File: config.mk
export PLATFORM = sky130hd
export DESIGN_NAME = dispatch_stage
export DESIGN_NICKNAME = d
export VERILOG_FILES = /design/src/rtl/dispatch_stage_pkg.sv /design/src/rtl/dispatch_stage_skid_buffer.sv /design/src/rtl/dispatch_stage.sv
export SDC_FILE = /design/constraint.sdc
export NUM_CORES = 1
export LEC_CHECK = 0
export CAP_MARGIN = 40
export CELL_PAD_IN_SITES_DETAIL_PLACEMENT = 1
export CELL_PAD_IN_SITES_GLOBAL_PLACEMENT = 1
export CORE_ASPECT_RATIO = 1.1
export CORE_MARGIN = 3
export CORE_UTILIZATION = 54
export CTS_BUF_LIST = sky130_fd_sc_hd__clkbuf_2 sky130_fd_sc_hd__clkbuf_4 sky130_fd_sc_hd__clkbuf_8
export CTS_CLUSTER_DIAMETER = 30
export DETAILED_ROUTE_END_ITERATION = 16
export DONT_BUFFER_PORTS = 1
export PLACE_DENSITY = 0.82
export SYNTH_ARGS = -nofsm -noshare
export SYNTH_HDL_FRONTEND = slang
export SYNTH_SLANG_ARGS = --single-unit
File: constraint.sdc
create_clock -name clk -period 3.9 [get_ports clk]
set_clock_uncertainty 0.2 [all_clocks]
set_input_delay 0.78 -clock clk [delete_from_list [all_inputs] [get_ports clk]]
set_output_delay 0.78 -clock clk [all_outputs]
set_load 0.01 [all_outputs]
File: src/rtl/dispatch_stage_pkg.sv
// Shared decode/dispatch types: control bus, buffered entry, buffer states.
package dispatch_stage_pkg;

  localparam int DISP_XLEN = 32;

  localparam logic [6:0] OPC_ALU   = 7'b0110011;
  localparam logic [6:0] OPC_LOAD  = 7'b0000011;
  localparam logic [6:0] OPC_STORE = 7'b0100011;

  // Decoded control signals handed from decode to dispatch.
  typedef struct packed {
    logic [6:0] opcode;
    logic [4:0] rd;
    logic [4:0] rs1;
    logic [4:0] rs2;
    logic [3:0] alu_op;
    logic       alloc_rob_entry;
    logic       alloc_ldq_entry;
    logic       alloc_stq_entry;
  } control_signal_bus;

  // One buffered instruction.
  typedef struct packed {
    control_signal_bus       ctrl;
    logic [DISP_XLEN-1:0]    imm;
    logic [DISP_XLEN-1:0]    pc;
  } dispatch_entry_t;

  // Occupancy of the two-entry buffer; bit0 = head valid, bit1 = skid valid.
  typedef enum logic [1:0] {
    BUF_EMPTY = 2'b00,
    BUF_ONE   = 2'b01,
    BUF_TWO   = 2'b11
  } buf_state_e;

  // True when every structure the instruction needs has room.
  function automatic logic res_avail(control_signal_bus c, logic rob_full,
                                     logic ldq_full, logic stq_full);
    return !(c.alloc_rob_entry && rob_full) &&
           !(c.alloc_ldq_entry && ldq_full) &&
           !(c.alloc_stq_entry && stq_full);
  endfunction

endpackage

File: src/rtl/dispatch_stage_skid_buffer.sv
// Two-entry skid buffer: head + skid register, ready driven from state only.
module skid_buffer
  import dispatch_stage_pkg::*;
#(
  parameter int W = 8
) (
  input  logic         clk,
  input  logic         rst_n,
  input  logic         flush_i,
  input  logic         in_valid_i,
  output logic         in_ready_o,
  input  logic [W-1:0] in_data_i,
  input  logic         pop_i,
  output logic         head_valid_o,
  output logic [W-1:0] head_data_o
);

  buf_state_e   state_q;
  logic [W-1:0] head_q;
  logic [W-1:0] skid_q;

  // Ready is purely registered, so no path from downstream back to decode.
  assign in_ready_o   = (state_q != BUF_TWO);
  assign head_valid_o = (state_q != BUF_EMPTY);
  assign head_data_o  = head_q;

  // Occupancy FSM and payload moves; flush only clears occupancy.
  always_ff @(posedge clk or negedge rst_n) begin
    if (!rst_n) begin
      state_q <= BUF_EMPTY;
      head_q  <= '0;
      skid_q  <= '0;
    end else if (flush_i) begin
      state_q <= BUF_EMPTY;
    end else begin
      case (state_q)
        BUF_EMPTY: begin
          if (in_valid_i) begin
            head_q  <= in_data_i;
            state_q <= BUF_ONE;
          end
        end
        BUF_ONE: begin
          if (in_valid_i && pop_i) begin
            head_q <= in_data_i;
          end else if (in_valid_i) begin
            skid_q  <= in_data_i;
            state_q <= BUF_TWO;
          end else if (pop_i) begin
            state_q <= BUF_EMPTY;
          end
        end
        BUF_TWO: begin
          // Input is blocked here (in_ready low), only a pop can happen.
          if (pop_i) begin
            head_q  <= skid_q;
            state_q <= BUF_ONE;
          end
        end
        default: state_q <= BUF_EMPTY;
      endcase
    end
  end

endmodule

File: src/rtl/dispatch_stage.sv
// Dispatch stage: skid-buffers decoded instructions, gates on ROB/LDQ/STQ
// space, pulses allocate strobes on dispatch, counts dispatches and stalls.
module dispatch_stage
  import dispatch_stage_pkg::*;
#(
  parameter int XLEN  = DISP_XLEN,
  parameter int CNT_W = 32
) (
  input  logic              clk,
  input  logic              reset_n,
  input  logic              flush,
  input  logic              in_valid,
  output logic              in_ready,
  input  control_signal_bus in_control_signals,
  input  logic [XLEN-1:0]   in_immediate,
  input  logic [XLEN-1:0]   in_pc,
  input  logic              rob_full,
  input  logic              ldq_full,
  input  logic              stq_full,
  output logic              rob_alloc,
  output logic              ldq_alloc,
  output logic              stq_alloc,
  output logic              out_valid,
  input  logic              out_ready,
  output control_signal_bus out_control_signals,
  output logic [XLEN-1:0]   out_immediate,
  output logic [XLEN-1:0]   out_pc,
  output logic [CNT_W-1:0]  dispatched_count,
  output logic [CNT_W-1:0]  stall_count
);

  localparam int W = $bits(dispatch_entry_t);

  dispatch_entry_t   in_entry;
  dispatch_entry_t   head;
  logic [W-1:0]      head_raw;
  logic              head_valid;
  logic              res_ok;
  logic              fire;
  logic              stall;
  logic [CNT_W-1:0]  disp_cnt_q, disp_cnt_d;
  logic [CNT_W-1:0]  stall_cnt_q, stall_cnt_d;

  assign in_entry.ctrl = in_control_signals;
  assign in_entry.imm  = in_immediate;
  assign in_entry.pc   = in_pc;

  skid_buffer #(.W(W)) u_skid (
    .clk          (clk),
    .rst_n        (reset_n),
    .flush_i      (flush),
    .in_valid_i   (in_valid),
    .in_ready_o   (in_ready),
    .in_data_i    (in_entry),
    .pop_i        (fire),
    .head_valid_o (head_valid),
    .head_data_o  (head_raw)
  );

  assign head = dispatch_entry_t'(head_raw);

  // Only structures the head actually needs can block it.
  assign res_ok    = res_avail(head.ctrl, rob_full, ldq_full, stq_full);
  assign out_valid = head_valid && res_ok && !flush;
  assign fire      = out_valid && out_ready;
  assign stall     = head_valid && !res_ok && !flush;

  assign rob_alloc = fire && head.ctrl.alloc_rob_entry;
  assign ldq_alloc = fire && head.ctrl.alloc_ldq_entry;
  assign stq_alloc = fire && head.ctrl.alloc_stq_entry;

  assign out_control_signals = head.ctrl;
  assign out_immediate       = head.imm;
  assign out_pc              = head.pc;

  // Counter next-state; both wrap naturally and ignore flush.
  always_comb begin
    disp_cnt_d  = disp_cnt_q  + (fire  ? CNT_W'(1) : CNT_W'(0));
    stall_cnt_d = stall_cnt_q + (stall ? CNT_W'(1) : CNT_W'(0));
  end

  // Performance counter registers.
  always_ff @(posedge clk or negedge reset_n) begin
    if (!reset_n) begin
      disp_cnt_q  <= '0;
      stall_cnt_q <= '0;
    end else begin
      disp_cnt_q  <= disp_cnt_d;
      stall_cnt_q <= stall_cnt_d;
    end
  end

  assign dispatched_count = disp_cnt_q;
  assign stall_count      = stall_cnt_q;

endmodule

==> impl_metrics.yaml <==
outcome:
  status: "finished, violations left"
  violations: "negative hold slack"
logic_synthesis:
  synthesis.area_um2: 11300
  yosysMostFrequentCell: "dfrtp_1"
  ys_top_cells_by_count: "252 x dfrtp_1, 210 x mux2_2, 70 x mux2_4"
  ys_seq_area_share_pct: 55.9
  synth_area_leader_cell: "dfrtp_1"
  synth_nets: 875
  synth_area_leaders: "dfrtp_1 56%, mux2_2 21%, mux2_4 9.3%"
  synth.top_cell.area_share_pct: 55.9
  yosysWarningCount: 0
  avgSynthCellArea_um2: 14.7
  ys_types: 35
  async_reset_ff_share_pct: 100
  synth_edf_count: 0
  synthFlopType: "dfrtp_1"
  ys_ff_latch: 252
  syn-instance-count: 765
pwr:
  power.leakage_nw: 5.71
  peakVddDrop_mv: 0.444
  p_total_mw: 9.89
  power_density_nw_per_um2: 777
die:
  die_x_um: 144
  die_height_um: 158
  ios: 263
  die_area_um2: 22700
  start_util_pct: 55.8
  coreArea_um2: 20200
  rows: 54
timing:
  hold_viol: 252
  tns_ns: 0
  maxSlewHeadroom_pct: 47.6
  timing.final.crit_period_ns: 3.22
  whs_ns: -0.259
  fin_ws_ns: 0.683
  setup_viol: 0
  drv_slew: 0
  timing.fmax_mhz: 311
  period_share_pct: 82.5
  tightest_slew_ns: 0.785
  rsz0062_at_grt: "false"
grt:
  grt_pass1_vias: 7635
  grt_max_degree: 253
  antenna_found_initial: 0
  overflow: 0
  grtUsageTotal_pct: 24.8
  grt_pass1_wl_um: 43800
clock_network:
  cts.sink_count: 252
  cts_tree: "built"
  clkLatencyLatePin_ns: 0.55
  cts_buffer_depth: 3
  cts_buffers: 49
  clock-root-buffer: "clkbuf_8"
  postCtsSetupRepairBufs: 0
  ctsResizeCount: 0
  ctsHtreeMaxLevel: 2
  clk_pin_slew_ns: 0.06
finish:
  diodes: 0
  design_area_um2: 12700
  drive_above_1_share_pct: 46.3
  syn2layout_area_growth_pct: 12.8
  layout.nets: 907
detailed_routing:
  firstDrtPassIters: 5
  drtAntennaViolNets: 0
  num_vias: 6534
  wl_per_cell_um: 26.1
  route.detailed.drc: 0
  drt_iter0_markers: 232
  totalWireLength_um: 28400
  post_drt_via_cell_ratio: 6.01
setup_path:
  endpoint: "dispatched_count[31]"
  end_kind: "register"
  cp-startpoint: "u_skid.head_data_o[66]"
  reg2reg_from: "u_skid.head_data_o[66]"
  r2r-end: "dispatched_count[31]"
  critPathLaunchType: "register"
  r2r_slack_ns: 0.68
  worstSetupPathType: "reg -> reg"
  crit_arrival_ns: 3.44
  critPathRequiredTime_ns: 4.12
  cp_max_fo: 6
  worstRegToRegCells: 8
place:
  dp_hpwl_um: 18300
  dpl-instance-area_um2: 11500
  dpl_worst_slack_ns: 0.412
  portBuffers: 0
  place_congestion: 0.768
hold_path:
  hold_class: "in -> async"
job:
  maxCapViolCount: 0
-- per-layer routing --
metal / GRT usage (%) / part of all wire (%) / vias up
li1: - / - / 2809
met1: 26.9 / 36 / 3388
met2: 43.2 / 51 / 265
met5: 0 / 0 / -
met3: 10.7 / 9.9 / 72
met4: 8.97 / 3.1 / 0
-- kinds of logic after synthesis --
| logic type | count (synthesis) | synth area share, % |
|---|---|---|
| compound gates | 8 | 0.499 |
| mux | 281 | 30.4 |
| fa+ha+maj | 9 | 0.998 |
| flops | 252 | 55.9 |
| xor+xnor | 60 | 4.66 |
| simple gates | 118 | 5.72 |
| buf+inv | 37 | 1.86 |
-- critical path: stages, from the launching register on --
cell and delay (ns):
dfrtp_1 0.46, a222oi_1 0.51, nand2_1 0.19, nor3_4 0.18, ha_1 0.26, nand3_1 0.19
nor3_1 0.69, nand3_1 0.24, xnor2_1 0.17
-- area by class of cell --
class / instances / area (um2)
well taps: 252 / 315
inverters: 5 / 18.8
clock inverters: 20 / 315
fillers: 1865 / 7470
multi-input cells: 476 / 4790
flip-flops and latches: 252 / 6310
repair buffers: 13 / 97.6
clock buffers: 69 / 881
-- flip-flops by register name, indices dropped and copies added (netlist names) --
register and count:
dispatched_count 32, stall_count 32, u_skid.head_data_o 93, u_skid.skid_q 93, u_skid.state_q 2
-- cells in the final DEF (no fill, tap or decap), types with 2 or more instances in the layout --
cell,netlist,layout
nor4_1,2,2
nand2_1,24,24
bufinv_16,0,8
nand3_1,30,30
mux2_2,210,210
ha_1,9,8
xor2_1,9,9
inv_1,5,5
nor3_1,6,5
and3_1,16,16
clkinv_4,0,2
and2_1,5,5
nor2_1,9,9
clkinv_2,0,7
clkinvlp_4,0,3
mux2_4,70,70
clkbuf_4,0,11
dfrtp_1,252,252
clkbuf_8,0,58
and4_1,6,6
buf_4,0,13
nand4_1,13,13
xnor2_1,51,51
-- report_power, final --
part	switching, mW	internal, mW	leakage (nW)	total (mW)
clock network	1.16	2.00	0.617	3.16
logic	0.701	1.31	1.97	2.01
registers	1.08	3.64	3.12	4.72
-- worst min path at each step --
stage                                   to         startpoint  slack (ns)
global placement         u_skid.skid_q[52]  u_skid.skid_q[52]        0.28
finish                dispatched_count[12]            reset_n       -0.26
CTS                 u_skid.head_data_o[49]            reset_n       -0.31
floorplan                u_skid.skid_q[18]  u_skid.skid_q[18]        0.27
detailed placement    dispatched_count[23]            reset_n        0.29
global route               stall_count[24]            reset_n       -0.31
-- per-stage QoR --
step,cells,utilization (%)
floorplan,765,-
global placement,998,57.1
detailed placement,998,57.1
CTS,1087,63.0
global route,1087,63.0
finish,1087,63.0
(Power assumes the default switching activity.)
